`src/rtl/cpu_fetch_pkg.sv`:
```
// Shared constants and helpers for the moxie fetch/align stage.
// Holds the default reset vector, the form-1 long-opcode mask and width constants.
package cpu_fetch_pkg;

   localparam int HW_W   = 16;
   localparam int WORD_W = 32;

   localparam logic [WORD_W-1:0] RESET_VECTOR_DEF = 32'h0000_1000;
   localparam logic [63:0]       LONG_MASK_DEF    = 64'h0;

   typedef struct packed {
      logic [HW_W-1:0]   opcode;
      logic [WORD_W-1:0] operand;
      logic [WORD_W-1:0] pc;
   } insn_t;

   // Form-1 opcodes (top bits 00) listed in the mask carry a 32-bit immediate.
   function automatic logic is_long(input logic [HW_W-1:0] h, input logic [63:0] mask);
      return (h[15:14] == 2'b00) && mask[h[13:8]];
   endfunction

endpackage

```
`src/rtl/cpu_fetch_hq.sv`:
```
// Halfword circular queue: push 1/2, pop 1/3, three-entry peek, synchronous clear.
// Storage is not reset; only the pointers and count are.
module cpu_fetch_hq
   import cpu_fetch_pkg::*;
#(
   parameter  int QDEPTH = 8,
   localparam int AW     = $clog2(QDEPTH),
   localparam int CW     = AW + 1
) (
   input  logic            clk,
   input  logic            rst,
   input  logic            clr,
   input  logic [1:0]      push_n,
   input  logic [HW_W-1:0] push_d0,
   input  logic [HW_W-1:0] push_d1,
   input  logic [1:0]      pop_n,
   output logic [HW_W-1:0] q0,
   output logic [HW_W-1:0] q1,
   output logic [HW_W-1:0] q2,
   output logic [CW-1:0]   count
);

   logic [QDEPTH-1:0][HW_W-1:0] mem;
   logic [AW-1:0]               head;
   logic [AW-1:0]               tail;

   // push_d0 is always the lower-address halfword of the pair.
   always_ff @(posedge clk) begin
      if (push_n != 2'd0) mem[tail] <= push_d0;
      if (push_n == 2'd2) mem[tail + AW'(1)] <= push_d1;
   end

   always_ff @(posedge clk) begin
      if (rst || clr) begin
         head  <= '0;
         tail  <= '0;
         count <= '0;
      end else begin
         tail  <= tail + AW'(push_n);
         head  <= head + AW'(pop_n);
         count <= count + CW'(push_n) - CW'(pop_n);
      end
   end

   assign q0 = mem[head];
   assign q1 = mem[head + AW'(1)];
   assign q2 = mem[head + AW'(2)];

endmodule

```
`src/rtl/cpu_fetch.sv`:
```
// Moxie instruction fetch and alignment: word reads into a halfword queue,
// 16-bit instruction assembly with optional 32-bit immediate, branch redirect.
module cpu_fetch
   import cpu_fetch_pkg::*;
#(
   parameter logic [31:0] RESET_VECTOR = RESET_VECTOR_DEF,
   parameter int          QDEPTH       = 8,
   parameter logic [63:0] LONG_MASK    = LONG_MASK_DEF
) (
   input  logic        clk_i,
   input  logic        rst_i,
   output logic [31:0] imem_adr_o,
   output logic        imem_stb_o,
   input  logic        imem_ack_i,
   input  logic [31:0] imem_dat_i,
   input  logic        branch_flag_i,
   input  logic [31:0] branch_target_i,
   input  logic        stall_i,
   output logic        valid_o,
   output logic [15:0] opcode_o,
   output logic [31:0] operand_o,
   output logic [31:0] pc_o
);

   localparam int CW = $clog2(QDEPTH) + 1;

   logic [CW-1:0]   cnt;
   logic [CW-1:0]   cnt_next;
   logic [HW_W-1:0] q0, q1, q2;
   logic [1:0]      push_n;
   logic [1:0]      pop_n;
   logic            head_long;
   logic            avail;
   logic            load;
   logic            take;
   logic            discard;
   logic            skip;
   logic            stb;
   logic            valid;
   logic [31:0]     adr;
   logic [31:0]     hpc;
   insn_t           outr;

   always_comb begin
      head_long = is_long(q0, LONG_MASK);
      avail     = head_long ? (cnt >= CW'(3)) : (cnt != '0);
      load      = (!valid || !stall_i) && avail;
      take      = stb && imem_ack_i && !discard && !branch_flag_i;
      push_n    = take ? (skip ? 2'd1 : 2'd2) : 2'd0;
      pop_n     = load ? (head_long ? 2'd3 : 2'd1) : 2'd0;
      cnt_next  = cnt + CW'(push_n) - CW'(pop_n);
   end

   cpu_fetch_hq #(.QDEPTH(QDEPTH)) u_hq (
      .clk     (clk_i),
      .rst     (rst_i),
      .clr     (branch_flag_i),
      .push_n  (push_n),
      .push_d0 (skip ? imem_dat_i[15:0] : imem_dat_i[31:16]),
      .push_d1 (imem_dat_i[15:0]),
      .pop_n   (pop_n),
      .q0      (q0),
      .q1      (q1),
      .q2      (q2),
      .count   (cnt)
   );

   always_ff @(posedge clk_i) begin
      if (rst_i) begin
         valid   <= 1'b0;
         outr    <= '{opcode: '0, operand: '0, pc: RESET_VECTOR};
         hpc     <= RESET_VECTOR;
         stb     <= 1'b0;
         adr     <= {RESET_VECTOR[31:2], 2'b00};
         discard <= 1'b0;
         skip    <= RESET_VECTOR[1];
      end else if (branch_flag_i) begin
         // The bus moves to the target at once; a request still in flight
         // is kept alive and its data dropped when it finally completes.
         valid   <= 1'b0;
         outr.pc <= branch_target_i & ~32'h1;
         hpc     <= branch_target_i & ~32'h1;
         adr     <= {branch_target_i[31:2], 2'b00};
         stb     <= 1'b1;
         discard <= stb && !imem_ack_i;
         skip    <= branch_target_i[1];
      end else begin
         if (load) begin
            valid        <= 1'b1;
            outr.opcode  <= q0;
            outr.operand <= head_long ? {q1, q2} : 32'h0;
            outr.pc      <= hpc;
            hpc          <= hpc + (head_long ? 32'd6 : 32'd2);
         end else if (!valid || !stall_i) begin
            valid <= 1'b0;
         end
         // Re-request only with room for a full word after this cycle's pop/push.
         if (stb && imem_ack_i) begin
            if (discard) begin
               discard <= 1'b0;
            end else begin
               adr  <= adr + 32'd4;
               skip <= 1'b0;
            end
            stb <= (cnt_next <= CW'(QDEPTH - 2));
         end else if (!stb) begin
            stb <= (cnt_next <= CW'(QDEPTH - 2));
         end
      end
   end

   assign imem_adr_o = adr;
   assign imem_stb_o = stb;
   assign valid_o    = valid;
   assign opcode_o   = outr.opcode;
   assign operand_o  = outr.operand;
   assign pc_o       = outr.pc;

endmodule
```
`config.mk`:
```
export PLATFORM = sky130hd
export DESIGN_NAME = cpu_fetch
export DESIGN_NICKNAME = d
export VERILOG_FILES = /design/src/rtl/cpu_fetch_pkg.sv /design/src/rtl/cpu_fetch_hq.sv /design/src/rtl/cpu_fetch.sv
export SDC_FILE = /design/constraint.sdc
export NUM_CORES = 1
export LEC_CHECK = 0
export ABC_AREA = 1
export ABC_CLOCK_PERIOD_IN_PS = 2600
export BUFFER_PORTS_ARGS = -buffer_cell sky130_fd_sc_hd__buf_2
export CAP_MARGIN = 20
export CELL_PAD_IN_SITES_DETAIL_PLACEMENT = 1
export CELL_PAD_IN_SITES_GLOBAL_PLACEMENT = 1
export CORE_MARGIN = 5
export CORE_UTILIZATION = 38
export DETAILED_ROUTE_END_ITERATION = 7
export PLACE_DENSITY = 0.75
export REMOVE_ABC_BUFFERS = 1
export SETUP_SLACK_MARGIN = 0.15
export SYNTH_ARGS = -nofsm -noshare
export SYNTH_HDL_FRONTEND = slang
export SYNTH_HIERARCHICAL = 1
export SYNTH_SLANG_ARGS = --single-unit
export TNS_END_PERCENT = 5
```
`constraint.sdc`:
```
create_clock -name clk_i -period 2.6 [get_ports clk_i]
set_input_delay 0.26 -clock clk_i [delete_from_list [all_inputs] [get_ports clk_i]]
set_output_delay 0.26 -clock clk_i [all_outputs]
set_load 0.02 [all_outputs]
```
Word-level counts from Yosys, hierarchy flattened

Memories as Yosys holds them, arrays and structs flattened.
Index checks and enable logic that the tools add are counted.

Word-level logic and storage cells: 112
Memories: 1
Bits in latches: 0
Output and inout port bits: 114
Flip-flop bits (word level): 286
Bits in writable memories: 0
Input port bits: 69
Bits in read-only memories: 64

Memories:

| name             | words | width | rd ports | clocked after Yosys merged registers in | wr ports | RTL line            | RTL |
|---|---|---|---|---|---|---|---|
| (name not given) | 64    | 1     | 1        | 0                                       | 0        | cpu_fetch_pkg.sv:19 | `return (h[15:14] == 2'b00) && mask[h[13:8]];` |

Multipliers: 0
Magnitude comparators: 10
Bitwise logic cells: 2
Eq/ne operators: 2
Shifts and indexed selects: 0
Reduce and logical (&&, ||, !) cells: 25
Add/subtract/negate cells: 9
Divide/modulo/power cells: 0
Muxes and demuxes: 40

Operator list:

| cell                                                                                | number |
|---|---|
| 128-bit bitwise mux                                                                 | 2 |
| 128-bit 2-to-1 mux                                                                  | 2 |
| 32-bit 2-to-1 mux                                                                   | 8 |
| 16-bit binary-select mux with 3-bit select                                          | 3 |
| 16-bit demux with 3-bit select                                                      | 2 |
| 16-bit 2-to-1 mux                                                                   | 6 |
| 32-bit by 3-bit adder with 32-bit output                                            | 1 |
| 32-bit by 3-bit adder with 32-bit output, second input constant                     | 1 |
| 3-bit by 4-bit less-than comparator with 1-bit output, second input constant        | 5 |
| 1-bit 2-to-1 mux                                                                    | 12 |
| 1-bit logical AND                                                                   | 8 |
| 2-bit 2-to-1 mux                                                                    | 4 |
| 2-bit nonzero test                                                                  | 4 |
| 6-bit by 7-bit less-than comparator with 1-bit output, second input constant        | 1 |
| 3-bit by 1-bit adder with 3-bit output, second input constant                       | 2 |
| 3-bit by 2-bit adder with 3-bit output                                              | 2 |
| 3-bit by 1-bit greater-or-equal comparator with 1-bit output, second input constant | 2 |
| 2-bit AND reduction                                                                 | 3 |
| 1-bit logical NOT                                                                   | 5 |
| 4-bit by 2-bit adder with 4-bit output                                              | 1 |
| 4-bit by 2-bit greater-or-equal comparator with 1-bit output, second input constant | 1 |
| 4-bit by 3-bit <= comparator with 1-bit output, second input constant               | 1 |
| 4-bit nonzero test                                                                  | 1 |
| 4-bit by 2-bit subtractor with 4-bit output                                         | 1 |
| other kinds (8)                                                                     | 10 |

Logic depth before layout (Yosys ltp)

Word-level depth: 13
Mapped depth: 18
Depth with buffers taken out: 17

Hierarchy

Netlist, hierarchy kept.

By module, submodules not included:

| module       | area each (µm²) | sequential area each (µm²) | instances | cells each |
|---|---|---|---|---|
| cpu_fetch_hq | 9,783.1         | 2,762.6                    | 1         | 1,643 |
| cpu_fetch    | 6,721.4         | 2,242.2                    | 1         | 1,048 |

Worst setup path before layout

Ideal clock, no wire load.

Path type: reg-to-reg
Start point: register stb, in the netlist imem_stb_o
End point: register u_hq.count[3]
Path slack: -0.186 ns
Cell stages (with the launch flop): 17
Period minus slack after synthesis: 2.786 ns
Library setup time: 0.113 ns
Data arrival time: 2.673 ns
Data required time: 2.487 ns
Path buffers: 0
Cell sequence: dfxtp_1 -> nand2_1 -> nor2_2 -> inv_1 -> nor2_2 -> inv_1 -> nor2_1 -> inv_2 -> fa_1 -> inv_1 -> ha_1 -> nand2_1 -> nor2_1 -> nor2_1 -> nand2_1 -> nand2_1 -> nor2_1

Longest elaborated chain between the ends: 6

Ends and longest elaborated chain:

| what                                        | RTL line           | RTL |
|---|---|---|
| start: declaration                          | cpu_fetch.sv:38    | `logic stb;` |
| start signal: assignment                    | cpu_fetch.sv:105   | `stb <= (cnt_next <= CW'(QDEPTH - 2));` |
| start signal: assignment                    | cpu_fetch.sv:107   | `stb <= (cnt_next <= CW'(QDEPTH - 2));` |
| 1-bit logical AND (3 in series)             | cpu_fetch.sv:48    | `take = stb && imem_ack_i && !discard && !branch_flag_i;` |
| 2-bit 2-to-1 mux                            | cpu_fetch.sv:49    | `push_n = take ? (skip ? 2'd1 : 2'd2) : 2'd0;` |
| named net push_n[1]                         | cpu_fetch.sv:30    | `logic [1:0] push_n;` |
| 4-bit by 2-bit adder with 4-bit output      | cpu_fetch_hq.sv:41 | `count <= count + CW'(push_n) - CW'(pop_n);` |
| 4-bit by 2-bit subtractor with 4-bit output | cpu_fetch_hq.sv:41 |  |
| end signal: assignment                      | cpu_fetch_hq.sv:41 |  |
| end: declaration                            | cpu_fetch_hq.sv:20 | `output logic [CW-1:0] count` |

The timed path passes the listed nets, and every way through them passes these cells.
A chain may end at the register's enable or synchronous reset.

Worst setup path in the final report

Start point: register stb, in the netlist imem_stb_o
End point: register adr[8], in the netlist imem_adr_o[8]

Longest elaborated chain between the ends: 3

Ends and longest elaborated chain:

| what                                 | RTL line         | RTL |
|---|---|---|
| 1-bit logical AND                    | cpu_fetch.sv:98  | `if (stb && imem_ack_i) begin` |
| 2-bit nonzero test (no source line)  | n/a              |  |
| 2-bit AND reduction (no source line) | n/a              |  |
| end signal: assignment               | cpu_fetch.sv:74  | `adr <= {RESET_VECTOR[31:2], 2'b00};` |
| end signal: assignment               | cpu_fetch.sv:83  | `adr <= {branch_target_i[31:2], 2'b00};` |
| end signal: assignment               | cpu_fetch.sv:102 | `adr <= adr + 32'd4;` |
| end: declaration                     | cpu_fetch.sv:40  | `logic [31:0] adr;` |

Every way passes these cells.

==> metrics.md <==
| Metric | Value |
|---|---|
| Yosys warning count | 6 |
| Largest delay share family, worst path | buffers and inverters |
| Max cap viols | 0 |
| CTS clock-pin slew for the worst setup and hold paths | roughly 0.060 ns |
| Final setup vio count | 0 |
| CTS max path bufs | 3 |
| Global-route usage over all layers | 0.257 |
| Hold Crit Class | in2reg |
| DPL Wire Length | 39.3 mm |
| Via count | 16000 |
| TritonCTS clock tree | built |
| Cell repeated most along the worst path | buf_4 |
| DRC | 0 |
| WL final | 58.3 mm |
| Iteration-0 DRC Markers | 1077 |
| Total grt overflow | 0 |
| Tmin final | 2.48 ns |
| Via density | 5.28 |
| Pin count of the biggest net entering global routing | 72 |
| Post-place setup slack | -0.0842 ns |
| Placement Rows | 72 |
| Mapped Avg Cell Area | approximately 6.3 um2 |
| Most common cell after layout, fill and taps aside | nand2_1 |
| RSZ-0062 raised after global routing | true |
| PwrDens | a little under 900 nW/um2 |
| Die width | 209 um |
| Slew headroom | 0.483 |
| CP max-delay cell | dfxtp_2 |
| Nets | 2583 |
| Placed Area | ~16000 um2 |
| CP Cell Sequence | nand2_2 -> nor2_4 -> inv_2 -> nor2_4 -> inv_2 -> buf_4 -> buf_4 -> buf_4 -> buf_4 -> buf_4 -> buf_4 -> buf_4 -> buf_4 -> buf_4 -> buf_4 -> a21oi_1 -> o21ai_1 -> a31oi_1 |
| CP startpoint kind | flop |
| Core Area | 38900 um2 |
| Drt pass-1 iters | 5 |
| Placed Cells | 2953 |
| Global-route wire length before repair | 91.1 mm |
| Worst Path Arrival | 2.98 ns |
| Share of cells above drive strength 1 | 0.145 |
| Worst-Margin Slew | between 0.7 and 0.8 ns |
| Num Clock Sinks | 250 |
| Worst skew pair latency | 0.59 ns |
| Met3 Use GR | 0.0363 |
| Die area | 43600 um2 |
| IO Pins | 183 |
| H-tree lvl count | 1 |
| Final Hold Fails | 0 |
| Final cell count without fillers | 3036 |
| Slew Viols, Final | 0 |
| Initial antenna violation count | 2 |
| Status | finished, final reports clean |
| Cells after Synth | 2382 |
| Synth Cell Area | roughly 15000 um2 |
| Starting Density | 0.386 |
| Total CTS buffers | 31 |
| Setup slack after layout | 0.118 ns |
| Routed len/inst | 19.2 um |
| Met1 usage | 0.319 |
| CP endpoint kind | flop |
| CP bufs+invs | 12 |
| Part of the cycle the worst path needs | 0.954 |
| Final instance area | 17200 um2 |
| Met2 usage in global routing | 0.448 |
| Worst path max stage delay | 0.33 ns |
| Die Y | 209 um |
| Port bufs | about 150 |
| Leakage | about 0.0083 uW |
| Gp weighted congestion | 0.879 |
| Critical path peak fanout | 3 |
| Critical Path RT | slightly above 3 ns |
| Commonest non-fill, non-tap cells in the layout | 823 x nand2_1, 305 x nand3_1, 247 x dfxtp_1, 246 x inv_1, 155 x nor2_1 |
| Number of inserted diodes | 0 |
| Vias in the first global route | 16700 |
| Most Crowded Layer GR | met2 |
| Crit path kind | reg2reg |
| Clk_skew | 0.0156 ns |
| F_max | 403 MHz |
| Antenna-violating nets left | 0 |
| Clock root buffer master | clkbuf_16 |
| Area grow syn2layout | 14.8% |
| Worst VDD drop | approximately 0.57 mV |
## repair_timing
item	4_1_cts	5_1_grt
hold endpoints to repair	63	0
pin swaps	5	9
gates cloned	0	0
hold buffers	11	0
resized for setup	11	9
setup endpoints to repair	4	5
buffers inserted	11	4
## state kept, by name (all words and copies together) (netlist names)
name        count
u_hq/count      4
hpc            31
imem_stb_o      1
u_hq/head       3
discard         1
imem_adr_o     30
skip            1
opcode_o       16
u_hq/mem      128
valid_o         1
u_hq/tail       3
pc_o           31
## worst reg2reg max path: stages, from the launching register on
cell	delay, ns
dfxtp_2	0.33
nand2_2	0.06
nor2_4	0.09
inv_2	0.06
nor2_4	0.13
inv_2	0.07
buf_4	0.13
buf_4	0.13
buf_4	0.12
buf_4	0.12
buf_4	0.13
buf_4	0.12
buf_4	0.12
buf_4	0.12
buf_4	0.12
buf_4	0.14
a21oi_1	0.15
o21ai_1	0.11
a31oi_1	0.14
## path summary, 6_finish.rpt
| check | start | cells after the start | slack [ns] | endpoint |
|---|---|---|---|---|
| worst min register to register | pc_o[26] | 2 | 0.47 | pc_o[26] |
| worst min-delay path | imem_dat_i[15] | 3 | 0.02 | u_hq/mem[15] |
| worst max register to register | imem_stb_o | 18 | 0.12 | imem_adr_o[8] |
| worst max-delay path | imem_stb_o | 18 | 0.12 | imem_adr_o[8] |
## final cells by class
type                            count  area [um2]
Tap cell                          518         648
Sequential cell                   250        5010
Multi-Input combinational cell   1724        8180
Inverter                          271        1040
Clock inverter                     18         158
Clock buffer                       39         877
Fill cell                        5266       21700
Timing Repair Buffer              216        1330
## power breakdown
group	switching [uW]	internal (uW)
sequential	588	4630
combinational	3600	1900
clock	1850	2580
## per-layer routing
layer / wire [um] / vias to the layer above
met2: 28100 / 512
met1: 24300 / 7721
met4: 2400 / 0
met3: 3540 / 134
met5: 0 / -
li1: - / 7676
## stage by stage
stage          hold WS [ns]  power [uW]   util  setup TNS, ns
2_1_floorplan         0.329        8620      -         -66.04
3_3_place_gp          0.453       10300  0.409              0
3_5_place_dp          0.460       10600  0.409        -0.0842
4_1_cts             0.00540       15200  0.442              0
5_1_grt              0.0175       16200  0.443              0
6_report             0.0240       15200  0.443              0
Power figures use the tool's default switching activity.
